$ cat config.mk
export PLATFORM = sky130hd
export DESIGN_NAME = alu_sequencer
export DESIGN_NICKNAME = d
export VERILOG_FILES = /design/src/rtl/alu_sequencer.sv
export SDC_FILE = /design/constraint.sdc
export NUM_CORES = 1
export LEC_CHECK = 0
export ABC_CLOCK_PERIOD_IN_PS = 16200
export CAP_MARGIN = 5
export CORE_UTILIZATION = 35
export DETAILED_ROUTE_END_ITERATION = 8
export GPL_TIMING_DRIVEN = 0
export PLACE_DENSITY = 0.61
export SLEW_MARGIN = 20
export SYNTH_ARGS = -nofsm -noshare
export SYNTH_HDL_FRONTEND = slang
export SYNTH_SLANG_ARGS = --single-unit
$ cat constraint.sdc
create_clock -name clk -period 16.2 [get_ports clk]
set_input_delay 3.24 -clock clk [delete_from_list [all_inputs] [get_ports clk]]
set_output_delay 3.24 -clock clk [all_outputs]
set_load 0.02 [all_outputs]
$ cat src/rtl/alu_sequencer.sv
// Four-state instruction sequencer (IDLE/READ/EXEC/WB) around an 8x32 register file and an external ALU.
// Optional feature macro ALU_SEQ_ZERO_REG_EN: register 0 reads as zero and ignores all writes.
module alu_sequencer #(
  parameter int unsigned PC_W = 16
) (
  input  logic            clk,
  input  logic            rst,
  input  logic            instr_valid,
  output logic            instr_ready,
  input  logic [31:0]     instr,
  input  logic            rf_wr_en,
  input  logic [2:0]      rf_wr_addr,
  input  logic [31:0]     rf_wr_data,
  output logic [31:0]     alu_ip_0,
  output logic [31:0]     alu_ip_1,
  output logic [2:0]      alu_opcode,
  input  logic [31:0]     alu_op_0,
  input  logic            alu_change_pc,
  output logic [PC_W-1:0] pc,
  output logic            wb_valid,
  output logic [2:0]      wb_addr,
  output logic [31:0]     wb_data
);

  localparam int unsigned DW   = 32;
  localparam int unsigned AW   = 3;
  localparam int unsigned REGS = 8;

  typedef enum logic [1:0] {IDLE, READ, EXEC, WB} state_e;

  state_e          state_q, state_d;
  logic            ready_q, ready_d;
  logic [AW-1:0]   opcode_q, opcode_d;
  logic [AW-1:0]   rd_q, rd_d;
  logic [AW-1:0]   rs1_q, rs1_d;
  logic [AW-1:0]   rs2_q, rs2_d;
  logic [PC_W-1:0] target_q, target_d;
  logic [DW-1:0]   alu_ip_0_q, alu_ip_0_d;
  logic [DW-1:0]   alu_ip_1_q, alu_ip_1_d;
  logic [AW-1:0]   alu_opcode_q, alu_opcode_d;
  logic [PC_W-1:0] pc_q, pc_d;
  logic            wb_valid_q, wb_valid_d;
  logic [AW-1:0]   wb_addr_q, wb_addr_d;
  logic [DW-1:0]   wb_data_q, wb_data_d;
  logic [DW-1:0]   rf_q [REGS];
  logic [DW-1:0]   rf_d [REGS];

  // Next-state, operand capture and register-file update; writeback is applied after the host write so it wins.
  always_comb begin
    state_d      = state_q;
    ready_d      = ready_q;
    opcode_d     = opcode_q;
    rd_d         = rd_q;
    rs1_d        = rs1_q;
    rs2_d        = rs2_q;
    target_d     = target_q;
    alu_ip_0_d   = alu_ip_0_q;
    alu_ip_1_d   = alu_ip_1_q;
    alu_opcode_d = alu_opcode_q;
    pc_d         = pc_q;
    wb_valid_d   = 1'b0;
    wb_addr_d    = wb_addr_q;
    wb_data_d    = wb_data_q;
    rf_d         = rf_q;

    if (rf_wr_en) rf_d[rf_wr_addr] = rf_wr_data;

    case (state_q)
      IDLE: begin
        if (instr_valid) begin
          opcode_d = instr[31:29];
          rd_d     = instr[28:26];
          rs1_d    = instr[25:23];
          rs2_d    = instr[22:20];
          target_d = PC_W'(instr[19:0]);
          ready_d  = 1'b0;
          state_d  = READ;
        end
      end
      READ: begin
        alu_ip_0_d   = rf_q[rs1_q];
        alu_ip_1_d   = rf_q[rs2_q];
        alu_opcode_d = opcode_q;
        state_d      = EXEC;
      end
      EXEC: begin
        if (alu_change_pc) begin
          pc_d = target_q;
        end else begin
          wb_valid_d  = 1'b1;
          wb_addr_d   = rd_q;
          wb_data_d   = alu_op_0;
          rf_d[rd_q]  = alu_op_0;
          pc_d        = pc_q + PC_W'(1);
        end
        state_d = WB;
      end
      default: begin
        ready_d = 1'b1;
        state_d = IDLE;
      end
    endcase

`ifdef ALU_SEQ_ZERO_REG_EN
    rf_d[0] = '0;
`endif
  end

  always_ff @(posedge clk or posedge rst) begin
    if (rst) begin
      state_q      <= IDLE;
      ready_q      <= 1'b1;
      opcode_q     <= '0;
      rd_q         <= '0;
      rs1_q        <= '0;
      rs2_q        <= '0;
      target_q     <= '0;
      alu_ip_0_q   <= '0;
      alu_ip_1_q   <= '0;
      alu_opcode_q <= '0;
      pc_q         <= '0;
      wb_valid_q   <= 1'b0;
      wb_addr_q    <= '0;
      wb_data_q    <= '0;
      for (int i = 0; i < int'(REGS); i++) rf_q[i] <= '0;
    end else begin
      state_q      <= state_d;
      ready_q      <= ready_d;
      opcode_q     <= opcode_d;
      rd_q         <= rd_d;
      rs1_q        <= rs1_d;
      rs2_q        <= rs2_d;
      target_q     <= target_d;
      alu_ip_0_q   <= alu_ip_0_d;
      alu_ip_1_q   <= alu_ip_1_d;
      alu_opcode_q <= alu_opcode_d;
      pc_q         <= pc_d;
      wb_valid_q   <= wb_valid_d;
      wb_addr_q    <= wb_addr_d;
      wb_data_q    <= wb_data_d;
      for (int i = 0; i < int'(REGS); i++) rf_q[i] <= rf_d[i];
    end
  end

  assign instr_ready = ready_q;
  assign alu_ip_0    = alu_ip_0_q;
  assign alu_ip_1    = alu_ip_1_q;
  assign alu_opcode  = alu_opcode_q;
  assign pc          = pc_q;
  assign wb_valid    = wb_valid_q;
  assign wb_addr     = wb_addr_q;
  assign wb_data     = wb_data_q;

endmodule
-- Yosys cells after proc, flatten, opt, wreduce, memory -nomap -nowiden
Cells that the tools add are included.
- bits of input ports: 104
- flip-flop bits (word level): 406
- output and inout bits: 120
- word-level logic and storage cells: 67
- reductions and logical operators: 7
- add/subtract/negate cells: 1
- bitwise logic cells: 6
- order comparisons: 6
- equal/unequal tests: 3
- muxes and demuxes: 22
- operator list (kind ; count):
    $mux W256 ; 3
    $bwmux W256 ; 2
    $bmux W32 S3 ; 2
    $demux W32 S3 ; 2
    $mux W32 ; 6
    $add A16 B1 Y16 const B ; 1
    $ge A4 B4 Y1 const B ; 4
    $mux W16 ; 1
    $not A3 Y4 ; 4
    $lt A4 B1 Y1 const B ; 2
    $pmux W2 S3 ; 1
    $reduce_and A2 Y1 ; 3
    $mux W1 ; 3
    $eq A2 B1 Y1 const B ; 1
    $eq A2 B2 Y1 const B ; 1
    $logic_and A1 B1 Y1 ; 2
    $logic_not A2 Y1 ; 1
    $mux W2 ; 1
    $ne A2 B2 Y1 const B ; 1
    $not A1 Y1 ; 2
    $pmux W1 S2 ; 1
    $reduce_or A2 Y1 ; 1

-- Logic depth before layout (Yosys ltp)
- word-level depth: 10
- gate-level depth with buffers: 9
- mapped depth without buffers: 7

-- Worst setup path after synthesis
Ideal clock, no wire load.
- path type: input to register
- from: input rf_wr_addr[0]
- to: register rf_q[245] (netlist bit)
- required time: 16.078 ns
- stages: 5
- setup slack: 11.743 ns
- buffers on the path: 2
- data arrival time: 4.335 ns
- path through: buf_2 nor4b_4 buf_6 mux2i_1 a21oi_2
- RTL lines (element ; RTL line ; source):
    start: declaration ; 12 ; input logic [2:0] rf_wr_addr,
    end: declaration ; 45 ; logic [DW-1:0] rf_q [REGS];

==> impl_metrics.csv <==
group,metric,value,unit
outcome,status,"finished clean",
sta,fin_ws,11.10,ns
cts,root_buffer,"clkbuf_16",
synth,syn_inst,1966,
cts,cts_hold_buf,0,
cts,post_cts_resized,0,
synth,synth_xor_area_frac,0,
finish,design_area,26000,µm²
global_routing,grt_pass1_vias,17400,
sta,fin_crit_sh,0.315,
drt,vias,16800,
drt,routedWlPerCell,24.8,µm
place,place_ws,10.38,ns
die,core_area,61600,µm²
sta,hold_violations,0,
die,ios,224,
global_routing,grt_overflow_total,0,
drt,drt_wl_total,75600,µm
synth,yosys.area.top_type_share,0.465,
setup_path,cp_max_fo,10,
finish,final_layout_size_suffix_gt1_frac,0.164,
synth,ys_types,50,
place,post_dp_cell_area,24500,µm²
finish,layout_commonest_cell,"dfrtp_1",
cts,htree_levels,2,
synth,synth_compound_area_frac,0.0860,
global_routing,antenna_found_initial,10,
synth,ys_seq_elements,406,
cts,path_clk_slew,0.06,ns
die,die_w,252,µm
sta,final.setup_skew,0.0160,ns
synth,synth_top_family_by_area,"multiplexers",
sta,max_freq,196,MHz
cts,cts_setup_buffers,0,
sta,min_period,5.10,ns
finish,area_delta_synth_final,19.4,%
power_and_ir_drop,power_density,216,nW/µm²
drt,first_pass_iters,7,
sta,setup_viol,0,
die,fp-row-count,91,
synth,synthSimpleGateAreaFrac,0.0928,
cts,clock_latency,0.59,ns
die,die_y,252,µm
power_and_ir_drop,leakagePower,11.2,nW
die,die_area,63300,µm²
synth,synth_area_leaders,"dfrtp_1 (46%), mux2i_1 (15%), mux4_2 (13%)",
drt,detail-route-antenna-nets,0,
min_path,hold_class,"reg -> reg",
synth,syn_nets,2075,
synth,postSynthAreaPerCell,11.1,µm²
drt,drt_iter0_markers,1565,
finish,finalNetCount,2281,
drt,avgViaCountPerCell,5.52,
drt,drc,0,
synth,synth_edf_count,0,
place,gp_congestion,0.856,
synth,yosysWarningCount,0,
synth,syn_area,21800,µm²
global_routing,grtUsageTotal,0.238,
cts,cts-buffers-inserted,48,
synth,synthArstFlopShare,1.00,
global_routing,grt_max_degree,90,
sta,whs,0.470,ns
sta,relSlewSlack,0.300,
cts,clock-sinks,406,
finish,fill_cells,5888,
synth,muxShareOfSynthArea,0.299,
die,start_util,0.354,
global_routing,grt_pass1_wl,112000,µm
synth,yosysSeqAreaShare,0.466,
sta,tightest_slew,1.05,ns
cts,clk_path_buf_depth,3,
cts,cts_tree,"built",
synth,synthAdderAreaFrac,0.00287,
synth,synth_flop_cell,"dfrtp_1",
place,place_hpwl,51200,µm
setup_path,cp_data_required_time,16.63,ns
sta,slew_viol_final,0,
setup_path,cp-start-kind,"input pin",
finish,layout_common_cells,"dfrtp_1 (405), mux2i_1 (327), nand2_1 (245)",
job,maxCapViolations,0,
power_and_ir_drop,total_power,0.00561,W
setup_path,endpoint_kind,"register",
setup_path,cp_data_arrival_time,5.53,ns
finish,final_util,0.423,
place,io_buffer_count,151,
setup_path,path_class,"in -> reg",
synth,yosys.area.top_type,"dfrtp_1",
power_and_ir_drop,peakVddDrop,0.0948,mV
sta,rsz0062_at_grt,"no",
per-stage QoR:
stage	cells	setup TNS, ns
3_3_place_gp	2954	-1453.56
2_1_floorplan	1966	0
3_5_place_dp	2959	0
6_report	3050	0
5_1_grt	3048	0
4_1_cts	3043	0
worst max-delay path, cell delays in order:
cell and delay [ns]:
clkdlybuf4s50_1 0.46, nand2b_4 0.18, nor3_2 0.78, clkbuf_1 0.63, o21ai_0 0.22
registers in the layout, indices dropped and copies added (netlist names):
name,cells
instr_ready,1
alu_ip_1,32
wb_valid,1
alu_opcode,3
state_q,2
opcode_q,3
rf_q,256
rd_q,3
target_q,16
rs1_q,3
wb_addr,3
pc,16
wb_data,32
alu_ip_0,32
rs2_q,3
routing by layer:
layer	up-vias	part of all wire	global-route usage
li1	7394	-	-
met1	8561	0.41	0.308
met2	716	0.48	0.385
met3	162	0.079	0.0550
met4	6	0.032	0.0946
met5	-	0.00050	0
area by class of cell:
type,count,area (µm²),area share
antenna,7,17.5,0.000673
inverter,6,30.0,0.00115
timing repair buffer,156,1650,0.0633
clock inverter,9,98.8,0.00380
multi-input combinational,1339,10500,0.402
buffer,215,1140,0.0440
clock buffer,75,1410,0.0543
tap,837,1050,0.0402
sequential,406,10200,0.390
cell usage after synthesis, types with 2 or more instances:
| cell type | number |
|---|---|
| a21oi_1 | 202 |
| a311oi_1 | 4 |
| a31o_2 | 2 |
| a41oi_1 | 2 |
| and3_1 | 3 |
| and4bb_2 | 2 |
| buf_1 | 7 |
| buf_2 | 66 |
| buf_4 | 15 |
| buf_6 | 25 |
| clkbuf_1 | 98 |
| clkbuf_2 | 2 |
| clkbuf_4 | 2 |
| dfrtp_1 | 405 |
| ha_1 | 5 |
| inv_1 | 5 |
| mux2_2 | 32 |
| mux2i_1 | 327 |
| mux4_2 | 128 |
| nand2_1 | 245 |
| nand3_1 | 4 |
| nand4_1 | 5 |
| nand4b_1 | 3 |
| nor2_1 | 200 |
| nor2_2 | 2 |
| nor3b_4 | 2 |
| nor4_1 | 3 |
| o21ai_0 | 125 |
| o21ai_1 | 10 |
| o22ai_1 | 13 |
| or2_2 | 2 |
| or4b_1 | 2 |
final timing paths:
check                                   startpoint                  endpoint  slack [ns]  cells after the start
max in group asynchronous                      rst       rf_q[236]$_DFF_PP0_       11.21                      6
min in group asynchronous                      rst   wb_data[30]$_DFFE_PP0P_        3.05                      2
max                                  alu_change_pc        rf_q[53]$_DFF_PP0_       11.10                      5
max reg2reg                 state_q[1]$_DFFE_PP0N_  alu_ip_1[29]$_DFFE_PP0N_       13.41                      6
min                        wb_data[24]$_DFFE_PP0P_   wb_data[24]$_DFFE_PP0P_        0.47                      2
min reg2reg                wb_data[24]$_DFFE_PP0P_   wb_data[24]$_DFFE_PP0P_        0.47                      2
cells by family after synthesis:
kind of cell / count (synthesis)
multiplexers: 487
adder cells (fa/ha/maj): 5
AND/OR/NAND/NOR: 485
buffers and inverters: 221
AO/OA/AOI/OAI: 362
flip-flops: 406
power breakdown:
group	switching [W]	leakage, nW	total, W	internal, W
Sequential	0.000379	4.82	0.00191	0.00153
Combinational	0.00135	5.67	0.00263	0.00128
Clock	0.000446	0.745	0.00107	0.000627
(Power assumes the default switching activity.)
